File: src/rtl/mtr_drv_pkg.sv
// Shared constants and channel state encoding
// for the motor PWM drive stage.
package mtr_drv_pkg;

  localparam int PWM_W = 11;
  localparam logic [PWM_W-1:0] CNT_MAX = 11'h7FF;
  localparam int DEAD_PERIODS_DEF = 1;

  typedef enum logic [1:0] {
    IDLE  = 2'd0,
    DRIVE = 2'd1,
    DEAD  = 2'd2
  } chan_st_e;

endpackage

File: src/rtl/mtr_drv_chan.sv
// One H-bridge channel: duty/dir latches, the
// IDLE/DRIVE/DEAD FSM and the registered gate pair.
module mtr_chan
  import mtr_drv_pkg::*;
#(
  parameter int DEAD_PERIODS = DEAD_PERIODS_DEF
) (
  input  logic             clk,
  input  logic             rst,
  input  logic             en,
  input  logic             bnd,
  input  logic [PWM_W-1:0] cnt,
  input  logic [PWM_W-1:0] spd,
  input  logic             rev,
  output logic             pwm_frwrd,
  output logic             pwm_rev
);

  localparam logic [1:0] DEAD_LD = 2'(DEAD_PERIODS - 1);

  chan_st_e         st, st_n;
  logic [PWM_W-1:0] duty_q, duty_n;
  logic             dir_q, dir_n;
  logic [1:0]       dcnt, dcnt_n;
  logic             drv;

  // State, latched command and dead counter.
  always_ff @(posedge clk or posedge rst) begin
    if (rst) begin
      st     <= IDLE;
      duty_q <= '0;
      dir_q  <= 1'b0;
      dcnt   <= '0;
    end else begin
      st     <= st_n;
      duty_q <= duty_n;
      dir_q  <= dir_n;
      dcnt   <= dcnt_n;
    end
  end

  // Next state; commands are only sampled
  // on the period boundary.
  always_comb begin
    st_n   = st;
    duty_n = duty_q;
    dir_n  = dir_q;
    dcnt_n = dcnt;
    if (!en) begin
      st_n   = IDLE;
      dcnt_n = '0;
    end else if (bnd) begin
      duty_n = spd;
      dir_n  = rev;
      unique case (st)
        IDLE: st_n = DRIVE;
        DRIVE: begin
          if (rev != dir_q) begin
            st_n   = DEAD;
            dcnt_n = DEAD_LD;
          end
        end
        DEAD: begin
          if (dcnt == 2'd0) st_n = DRIVE;
          else dcnt_n = dcnt - 2'd1;
        end
        default: st_n = IDLE;
      endcase
    end
  end

  // Both gates derive from one dir bit, so
  // they can never be high together.
  assign drv = en && (st == DRIVE) &&
               (cnt < duty_q);

  // Registered gate outputs.
  always_ff @(posedge clk or posedge rst) begin
    if (rst) begin
      pwm_frwrd <= 1'b0;
      pwm_rev   <= 1'b0;
    end else begin
      pwm_frwrd <= drv && !dir_q;
      pwm_rev   <= drv && dir_q;
    end
  end

endmodule

File: src/rtl/mtr_drv.sv
// Motor drive stage: shared period counter and
// two independent PWM channels.
module mtr_drv
  import mtr_drv_pkg::*;
#(
  parameter int DEAD_PERIODS = DEAD_PERIODS_DEF
) (
  input  logic             clk,
  input  logic             rst,
  input  logic             en,
  input  logic [PWM_W-1:0] lft_spd,
  input  logic             lft_rev,
  input  logic [PWM_W-1:0] rght_spd,
  input  logic             rght_rev,
  output logic             PWM_frwrd_lft,
  output logic             PWM_rev_lft,
  output logic             PWM_frwrd_rght,
  output logic             PWM_rev_rght,
  output logic             period_start
);

  logic [PWM_W-1:0] cnt;
  logic             bnd;

  assign bnd = (cnt == CNT_MAX);

  // Free-running period counter and
  // strobe aligned to cnt==0.
  always_ff @(posedge clk or posedge rst) begin
    if (rst) begin
      cnt          <= '0;
      period_start <= 1'b0;
    end else begin
      cnt          <= cnt + 1'b1;
      period_start <= bnd;
    end
  end

  mtr_chan #(
    .DEAD_PERIODS(DEAD_PERIODS)
  ) u_lft (
    .clk       (clk),
    .rst       (rst),
    .en        (en),
    .bnd       (bnd),
    .cnt       (cnt),
    .spd       (lft_spd),
    .rev       (lft_rev),
    .pwm_frwrd (PWM_frwrd_lft),
    .pwm_rev   (PWM_rev_lft)
  );

  mtr_chan #(
    .DEAD_PERIODS(DEAD_PERIODS)
  ) u_rght (
    .clk       (clk),
    .rst       (rst),
    .en        (en),
    .bnd       (bnd),
    .cnt       (cnt),
    .spd       (rght_spd),
    .rev       (rght_rev),
    .pwm_frwrd (PWM_frwrd_rght),
    .pwm_rev   (PWM_rev_rght)
  );

endmodule
File: config.mk
export PLATFORM = sky130hd
export DESIGN_NAME = mtr_drv
export DESIGN_NICKNAME = d
export VERILOG_FILES = /design/src/rtl/mtr_drv_pkg.sv /design/src/rtl/mtr_drv_chan.sv /design/src/rtl/mtr_drv.sv
export SDC_FILE = /design/constraint.sdc
export NUM_CORES = 1
export LEC_CHECK = 0
export ABC_CLOCK_PERIOD_IN_PS = 1840
export CORE_ASPECT_RATIO = 1.4
export CORE_MARGIN = 1
export CORE_UTILIZATION = 45
export CTS_BUF_LIST = sky130_fd_sc_hd__clkbuf_8 sky130_fd_sc_hd__clkbuf_16
export DETAILED_ROUTE_END_ITERATION = 8
export MAX_ROUTING_LAYER = met4
export PLACE_DENSITY = 0.67
export SLEW_MARGIN = 0
export SYNTH_ARGS = -nofsm -noshare
export SYNTH_HDL_FRONTEND = slang
export SYNTH_SLANG_ARGS = --single-unit
File: constraint.sdc
create_clock -name clk -period 1.84 [get_ports clk]
set_input_delay 0.276 -clock clk [delete_from_list [all_inputs] [get_ports clk]]
set_output_delay 0.276 -clock clk [all_outputs]
set_load 0.005 [all_outputs]
---- After elaboration in Yosys (flattened, before gate mapping) ----
Index checks and enable logic that the tools add are counted.
word-level totals
  register bits after elaboration ......... 48
  output and inout bits ................... 5
  logic and storage cells ................. 74
cells by class
  add/sub/neg operators ................... 3
  order comparisons ....................... 2
  eq/ne operators ......................... 16
  multiplexer cells ....................... 20
  reduce and logical (&&, ||, !) cells .... 19
operators by type and width
  cell                   count
  $mux 2                 16
  $lt 11x11->1           2
  $ne 3x2->1 const B     4
  $pmux 2 s3             2
  $add 11x1->11 const B  1
  $eq 11x11->1 const B   1
  $logic_and 1x1->1      8
  $logic_not 2->1        4
  $pmux 2 s2             2
  $reduce_and 4->1       2
  $ne 3x1->1 const B     2
  $ne 3x3->1 const B     2
  $reduce_and 3->1       2
  $eq 2x1->1 const B     2
  $eq 2x2->1 const B     2
  $sub 2x1->2 const B    2
  $logic_not 1->1        2
  $ne 1x1->1             2
  $ne 2x1->1 const B     1
  $reduce_and 2->1       1

---- Depth between registers and ports, before layout ----
Gate-level depths: netlist of run 1.
  depth in word-level cells ............... 5
  depth in mapped cells ................... 7

---- Modules after synthesis ----
A second synthesis of run 1 with hierarchy kept.
second synthesis, totals
  cells, all modules ...................... 221
  area total of the unflattened synthesis .. 2502.4 sq um
by module, submodules not included
  module    times used  cells an instance  area an instance (sq um)  seq. area each (sq um)
  mtr_chan  2           92                 1011.0                    450.4
  mtr_drv   1           37                 480.5                     300.3

---- Worst setup path after synthesis of run 1 ----
Ideal clock, no wire load.
  kind .................................... reg2reg
  from .................................... register cnt[1]
  to ...................................... register u_lft.st[1]
  setup time .............................. 0.077 ns
  arrival time ............................ 1.747 ns
  setup slack ............................. 0.015 ns
  cell stages (with the launch flop) ...... 7
  path buffers ............................ 1
  clock period less this slack ............ 1.825 ns
  cells stage by stage .................... dfrtp_1 -> ha_1 -> nand4_4 -> or3_4 -> buf_6 -> or3_1 -> a21oi_1
on the way
  word-level cells in the longest chain between the ends .. 3
ends and longest elaborated chain
  element                     line                text
  from (decl)                 mtr_drv.sv:22       logic [PWM_W-1:0] cnt;
  from (signal assigned)      mtr_drv.sv:34       cnt <= cnt + 1'b1;
  $eq 11x11->1                mtr_drv.sv:25       assign bnd = (cnt == CNT_MAX);
  $ne 2x1->1 (no line)        --
  $reduce_and 3->1 (no line)  --
  to (signal assigned)        mtr_drv_chan.sv:35  st <= st_n;
  to (decl)                   mtr_drv_chan.sv:21  chan_st_e st, st_n;
No other way between the ends.
A chain may end at the register's enable or synchronous reset.

---- Worst setup path after layout of run 1 ----
  from .................................... register cnt[1]
  to ...................................... register u_lft.dcnt[0]
on the way
  word-level cells in the longest chain between the ends .. 3
ends and longest elaborated chain
  element                     line                text
  $eq 11x11->1                mtr_drv.sv:25
  $ne 2x1->1 (no line)        --
  $reduce_and 4->1 (no line)  --
  to (signal assigned)        mtr_drv_chan.sv:38  dcnt <= dcnt_n;
  to (decl)                   mtr_drv_chan.sv:24  logic [1:0] dcnt, dcnt_n;
No other way between the ends.

==> impl_metrics.py, run 1 <==
metrics = {
    "worst_hold_path": {
        "holdCritPathClass": "in -> async",
    },
    "global_routing": {
        "grt.busiest_layer": "met2",
        "grtUsageMet1": 0.213,
        "grt_pass1_wl_mm": 8.43,
        "met3_usage": 0.0344,
        "grt_pass1_vias": 1928,
        "antenna_found_initial": 0,
        "grt_max_degree": 32,
        "track_usage": 0.200,
        "met2_usage": 0.371,
        "grt-ovfl-total": 0,
    },
    "place": {
        "post_dp_cell_area_um2": 2970,
        "dp_hpwl_mm": 3.61,
        "gp_congestion": 0.762,
        "pre_cts_slack_ns": 0.0400,
        "port_buffers": 31,
    },
    "yosys": {
        "ys_types": 38,
        "yosysSeqAreaShare": 0.489,
        "synth_top_family_by_area": "simple AND/OR/NAND/NOR gates",
        "syn_area_um2": 2460,
        "syn-num-nets": 296,
        "synth.ff_latch_count": 48,
        "synth_compound_area_frac": 0.120,
        "synth.largest_area_cell": "dfrtp_1",
        "ys_top_cells_by_area": "dfrtp_1, ha_1, inv_1, nand2_1, o21ai_0",
        "yosysWarnings": 0,
        "synth_fa_ha_area_frac": 0.117,
        "synthXorXnorAreaFrac": 0.0392,
        "avgSynthCellArea_um2": 9.99,
        "synth_cells": 246,
        "synthMuxAreaShare": 0.0183,
        "synth_simple_gate_area_frac": 0.156,
        "yosysTopAreaCellShare": 0.489,
    },
    "detailed_routing": {
        "drt_iter0_markers": 82,
        "antenna_left": 0,
        "first_pass_iters": 4,
        "num_vias": 1890,
        "wl_per_cell_um": 13.1,
        "vias_per_cell": 5.21,
        "drt_wl_total_mm": 4.77,
        "drc": 0,
    },
    "setup_path": {
        "path_max_fanout": 11,
        "timing.rr.start": "cnt[1]",
        "worstPathCellList": "ha_2, nand4_4, or3_4, o311ai_0, o21ai_0",
        "arrival_ns": 1.88,
        "critPathBufInv": 0,
        "r2r_setup_slack_ns": 0.12,
        "critical_path.max_stage_delay_ns": 0.41,
        "start_kind": "flop",
        "cp_slowest_cell": "or3_4",
        "cp_top_family": "simple AND/OR/NAND/NOR gates",
        "worstPathRequired_ns": 2.01,
        "path_class": "reg -> reg",
        "r2r_end": "u_lft.dcnt[0]",
        "end_kind": "flop",
        "r2r_cells": 5,
    },
    "sta": {
        "layout_setup_ws_ns": 0.125,
        "finalSetupViolations": 0,
        "final.setup.tns_ns": 0,
        "finClkSkew_ns": 0.00468,
        "hold_ws_ns": 0.286,
        "final-hold-violation-count": 0,
        "max_slew_margin": 0.727,
        "post-route-min-period_ns": 1.72,
        "final_max_slew_viol_count": 0,
        "fmax_ghz": 0.583,
        "fin_crit_sh": 0.932,
        "grt_setup_unrepaired": "no",
        "tightest_slew_ns": 0.409,
    },
    "clock_network": {
        "cts_setup_buffers": 0,
        "cts_made_buffers": 5,
        "ctsResizeCount": 0,
        "htreeDepth": 2,
        "tritoncts": "yes",
        "clkSinkCount": 48,
        "clockBufferDepth": 2,
        "clk_pin_slew_ns": 0.08,
        "insertion_delay_ns": 0.30,
        "ctsRootBufferMaster": "clkbuf_8",
        "hold_buffers": 0,
    },
    "flow_run": {
        "maxCapViolCount": 0,
    },
    "cells_and_area": {
        "nNetsFinal": 346,
        "final_area_um2": 3060,
        "drive_above_1_share": 0.114,
        "antenna_cells": 0,
        "syn_to_final_growth_pct": 24.5,
    },
    "power_and_ir_drop": {
        "power_density_nw_per_um2": 619,
        "p_total_uw": 1900,
        "leakage_uw": 0.00146,
        "vdd_drop_max_v": 0.000469,
    },
    "floorplan": {
        "start_util": 0.473,
        "fp-row-count": 31,
        "die_area_um2": 5770,
        "coreArea_um2": 5200,
        "chipWidth_um": 64.5,
        "ios": 32,
        "die_height_um": 89.5,
    },
    "status": {
        "outcome": "finished clean",
    },
}
==> per-stage QoR <==
step | util | cells
2_1_floorplan | - | 246
3_3_place_gp | 0.571 | 355
3_5_place_dp | 0.571 | 355
4_1_cts | 0.589 | 363
5_1_grt | 0.589 | 363
6_report | 0.589 | 363
==> layer usage <==
layer	vias up	share of wire
li1	944	-
met1	913	0.42
met2	25	0.55
met3	8	0.020
met4	0	0.014
met5	-	0
==> cells by family after synthesis <==
group	after synthesis
AND/OR/NAND/NOR	72
AO/OA/AOI/OAI	50
flip-flops	48
buffers and inverters	38
adder cells (fa/ha/maj)	23
XOR/XNOR	11
multiplexers	4
==> layout make-up <==
cell class	count	area [µm²]
well taps	66	82.6
fillers	472	2140
multi-input cells	160	1110
clock inverters	2	7.51
repair buffers	49	458
clock buffers	6	82.6
flip-flops and latches	48	1200
inverters	32	120
==> how the worst max path moves through the flow <==
stage / start / end / slack, ns / cells after the start
final: cnt[1] / u_lft.dcnt[0] / 0.12 / 5
after global routing: cnt[1] / u_lft.dcnt[1] / 0.01 / 5
after CTS: cnt[1] / u_lft.dcnt[1] / 0.03 / 5
after detailed placement: en / u_rght.dir_q / 0.04 / 5
after global placement: en / u_lft.duty_q[0] / 0.05 / 5
after floorplan: cnt[1] / u_lft.st[1] / 0.02 / 6
==> layout by cell type (no fill, tap or decap), types with 2 or more instances in the layout <==
master,Yosys,routed
clkbuf_8,0,6
ha_1,23,22
nand2b_1,3,3
nor4b_1,2,2
a211oi_1,2,2
o21ai_0,21,21
mux2_2,4,4
nand2_1,30,30
inv_1,32,33
a21o_1,2,2
xnor2_1,5,5
dfrtp_1,48,48
xor2_1,6,6
buf_4,0,17
nand3_1,12,12
clkdlybuf4s50_1,0,31
a21oi_1,11,11
o22ai_1,2,2
nand4_1,4,4
nor2_1,9,9
nor3b_1,2,2
o21ai_1,4,4
==> worst reg2reg max path, cell delays in order, from the launching register on <==
cell and delay [ns]:
dfrtp_1 0.37, ha_2 0.22, nand4_4 0.11, or3_4 0.41, o311ai_0 0.34, o21ai_0 0.14
==> cell usage after synthesis <==
cell       count
dfrtp_1       48
inv_1         32
nand2_1       30
ha_1          23
o21ai_0       21
nand3_1       12
a21oi_1       11
nor2_1         9
xor2_1         6
clkbuf_1       5
xnor2_1        5
mux2_2         4
nand4_1        4
o21ai_1        4
nand2b_1       3
a211oi_1       2
a21o_1         2
nor3b_1        2
nor4b_1        2
o22ai_1        2
o311ai_0       2
a2111oi_0      1
a211o_1        1
a22oi_1        1
a311o_2        1
and3_1         1
buf_6          1
nand3b_1       1
nand4_4        1
nor2b_1        1
nor3_1         1
nor4_1         1
nor4_4         1
nor4bb_1       1
o2111ai_1      1
o32ai_1        1
or3_1          1
or3_4          1
==> sequential cells by signal (all words and copies together), names as in the netlist, 2 cells and up <==
register,count
u_rght.st,2
cnt,11
u_lft.dcnt,2
u_lft.duty_q,11
u_lft.st,2
u_rght.duty_q,11
u_rght.dcnt,2
==> power breakdown <==
part           total (µW)  leakage (µW)  internal (µW)  switching [µW]
logic                 173      0.000818           90.6            82.0
clock network         627     0.0000538            296             331
registers            1100      0.000592           1090            10.4
Power figures use the tool's default switching activity.
==> inputs of run 2 (changes only) <==
--- a/config.mk
+++ b/config.mk
@@ -5,14 +5,14 @@
 export SDC_FILE = /design/constraint.sdc
 export NUM_CORES = 1
 export LEC_CHECK = 0
-export ABC_CLOCK_PERIOD_IN_PS = 1840
+export ABC_CLOCK_PERIOD_IN_PS = 2050
 export CORE_ASPECT_RATIO = 1.4
 export CORE_MARGIN = 1
 export CORE_UTILIZATION = 45
 export CTS_BUF_LIST = sky130_fd_sc_hd__clkbuf_8 sky130_fd_sc_hd__clkbuf_16
 export DETAILED_ROUTE_END_ITERATION = 8
 export MAX_ROUTING_LAYER = met4
-export PLACE_DENSITY = 0.67
+export PLACE_DENSITY = 0.64
 export SLEW_MARGIN = 0
 export SYNTH_ARGS = -nofsm -noshare
 export SYNTH_HDL_FRONTEND = slang
==> constraint.sdc (replaced) <==
create_clock -name clk -period 2.05 [get_ports clk]
set_input_delay 0.3075 -clock clk [delete_from_list [all_inputs] [get_ports clk]]
set_output_delay 0.3075 -clock clk [all_outputs]
set_load 0.005 [all_outputs]
==> run 2 against run 1 <==
  * Hold slack better by 0.070 ns
  * Power down 9.2%
  * Register-to-register slack better by 0.05 ns
  * First-iteration DRC count grew 17%
  * Via count shrank 2.9%
  * Count of clock-buffer cells in the layout unchanged
  * Final area is 2.2% lower
  * Utilization is 1.3 points lower
  * Sequential cell count unchanged
  * Final cell count down 2.5%
  * Sequential share of layout area is 0.89 points higher
==> impl_metrics.py, run 2 (synthesized netlist as in run 1, its figures left out) <==
metrics = {
    "sta": {
        "final-hold-violation-count": 0,
        "grt_setup_unrepaired": "no",
        "final_max_slew_viol_count": 0,
        "max_slew_margin": 0.711,
        "fmax_ghz": 0.533,
        "tightest_slew_ns": 0.431,
        "post-route-min-period_ns": 1.88,
        "layout_setup_ws_ns": 0.175,
        "finClkSkew_ns": 0.00444,
        "final.setup.tns_ns": 0,
        "finalSetupViolations": 0,
        "fin_crit_sh": 0.915,
    },
    "setup_path": {
        "cp_slowest_cell": "or3_4",
        "r2r_cells": 5,
        "start_kind": "flop",
        "end_kind": "flop",
        "critical_path.max_stage_delay_ns": 0.48,
        "timing.rr.start": "cnt[0]",
        "path_max_fanout": 11,
        "worstPathRequired_ns": 2.30,
        "cp_top_family": "simple AND/OR/NAND/NOR gates",
        "worstPathCellList": "ha_2, nand4_4, or3_4, a2111oi_0, a311o_2",
        "r2r_setup_slack_ns": 0.17,
        "critPathBufInv": 0,
        "path_class": "reg -> reg",
        "r2r_end": "u_lft.st[0]",
        "arrival_ns": 2.12,
    },
    "detailed_routing": {
        "wl_per_cell_um": 13.2,
        "num_vias": 1835,
        "drt_iter0_markers": 96,
        "drc": 0,
        "drt_wl_total_mm": 4.67,
        "first_pass_iters": 4,
        "vias_per_cell": 5.18,
        "antenna_left": 0,
    },
    "status": {
        "outcome": "finished clean",
    },
    "clock_network": {
        "ctsResizeCount": 0,
        "hold_buffers": 0,
        "clkSinkCount": 48,
        "cts_setup_buffers": 0,
        "tritoncts": "yes",
        "clk_pin_slew_ns": 0.09,
        "clockBufferDepth": 2,
        "cts_made_buffers": 5,
        "insertion_delay_ns": 0.30,
        "htreeDepth": 2,
        "ctsRootBufferMaster": "clkbuf_8",
    },
    "place": {
        "gp_congestion": 0.759,
        "dp_hpwl_mm": 3.42,
        "pre_cts_slack_ns": 0.146,
        "port_buffers": 31,
    },
    "global_routing": {
        "grt_pass1_wl_mm": 8.29,
        "track_usage": 0.197,
        "grt_pass1_vias": 1848,
        "antenna_found_initial": 0,
        "grt-ovfl-total": 0,
        "grt_max_degree": 49,
    },
    "cells_and_area": {
        "final_common_cell": "dfrtp_1",
        "nNetsFinal": 337,
        "antenna_cells": 0,
        "drive_above_1_share": 0.0868,
        "final_cell_mix": "dfrtp_1, inv_1, clkdlybuf4s50_1",
        "top_regs": "cnt (11), u_lft.duty_q (11), u_rght.duty_q (11)",
        "syn_to_final_growth_pct": 21.8,
    },
    "floorplan": {
        "ios": 32,
        "die_height_um": 89.5,
        "chipWidth_um": 64.5,
        "die_area_um2": 5770,
        "coreArea_um2": 5200,
        "start_util": 0.473,
        "fp-row-count": 31,
    },
    "flow_run": {
        "maxCapViolCount": 0,
    },
    "power_and_ir_drop": {
        "power_density_nw_per_um2": 575,
        "p_total_uw": 1720,
        "vdd_drop_max_v": 0.000412,
        "leakage_uw": 0.00142,
    },
    "worst_hold_path": {
        "holdCritPathClass": "in -> async",
    },
}
[run 2: cell count changes in the layout (fill, tap and decap cells not counted), sizes merged]
cell,change
buf,-9
[run 2: through the flow]
step                std cells  area [µm²]  hold WS (ns)   util
floorplan                 246        2460         0.424      -
global placement          346        2900         0.482  0.558
detailed placement        346        2900         0.488  0.558
CTS                       354        2990         0.369  0.576
global route              354        2990         0.391  0.576
finish                    354        2990         0.357  0.576
[run 2: how the worst max path moves through the flow]
stage | depth (start not counted) | start | end | slack [ns]
after CTS | 5 | cnt[0] | u_lft.st[0] | 0.13
after detailed placement | 5 | cnt[0] | u_lft.dcnt[0] | 0.15
after global routing | 5 | cnt[0] | u_lft.dcnt[0] | 0.05
after floorplan | 6 | cnt[1] | u_lft.st[1] | 0.23
after global placement | 5 | en | u_lft.dir_q | 0.15
final | 5 | cnt[0] | u_lft.st[0] | 0.17
[run 2: report_power, final]
| part | switching [µW] | total (µW) | internal (µW) |
|---|---|---|---|
| Combinational | 74.1 | 156 | 81.9 |
| Sequential | 9.21 | 984 | 974 |
| Clock | 315 | 581 | 266 |
| Total | 399 | 1720 | 1320 |
[run 2: metal layers]
layer / part of all wire / vias up / track usage
met1: 0.42 / 888 / 0.211
met5: 0 / - / -
met3: 0.019 / 8 / 0.0344
li1: - / 919 / -
met2: 0.54 / 20 / 0.356
met4: 0.021 / 0 / 0.0869
[run 2: cell type report]
class	instances	area, µm²
clock inverters	2	7.51
well taps	66	82.6
clock buffers	6	82.6
multi-input cells	160	1110
flip-flops and latches	48	1200
fillers	493	2200
repair buffers	40	390
inverters	32	120
[run 2: tightest hold or removal path, cell delays in order]
cell             delay, ns
clkdlybuf4s50_1       0.41
inv_2                 0.07
buf_12                0.25
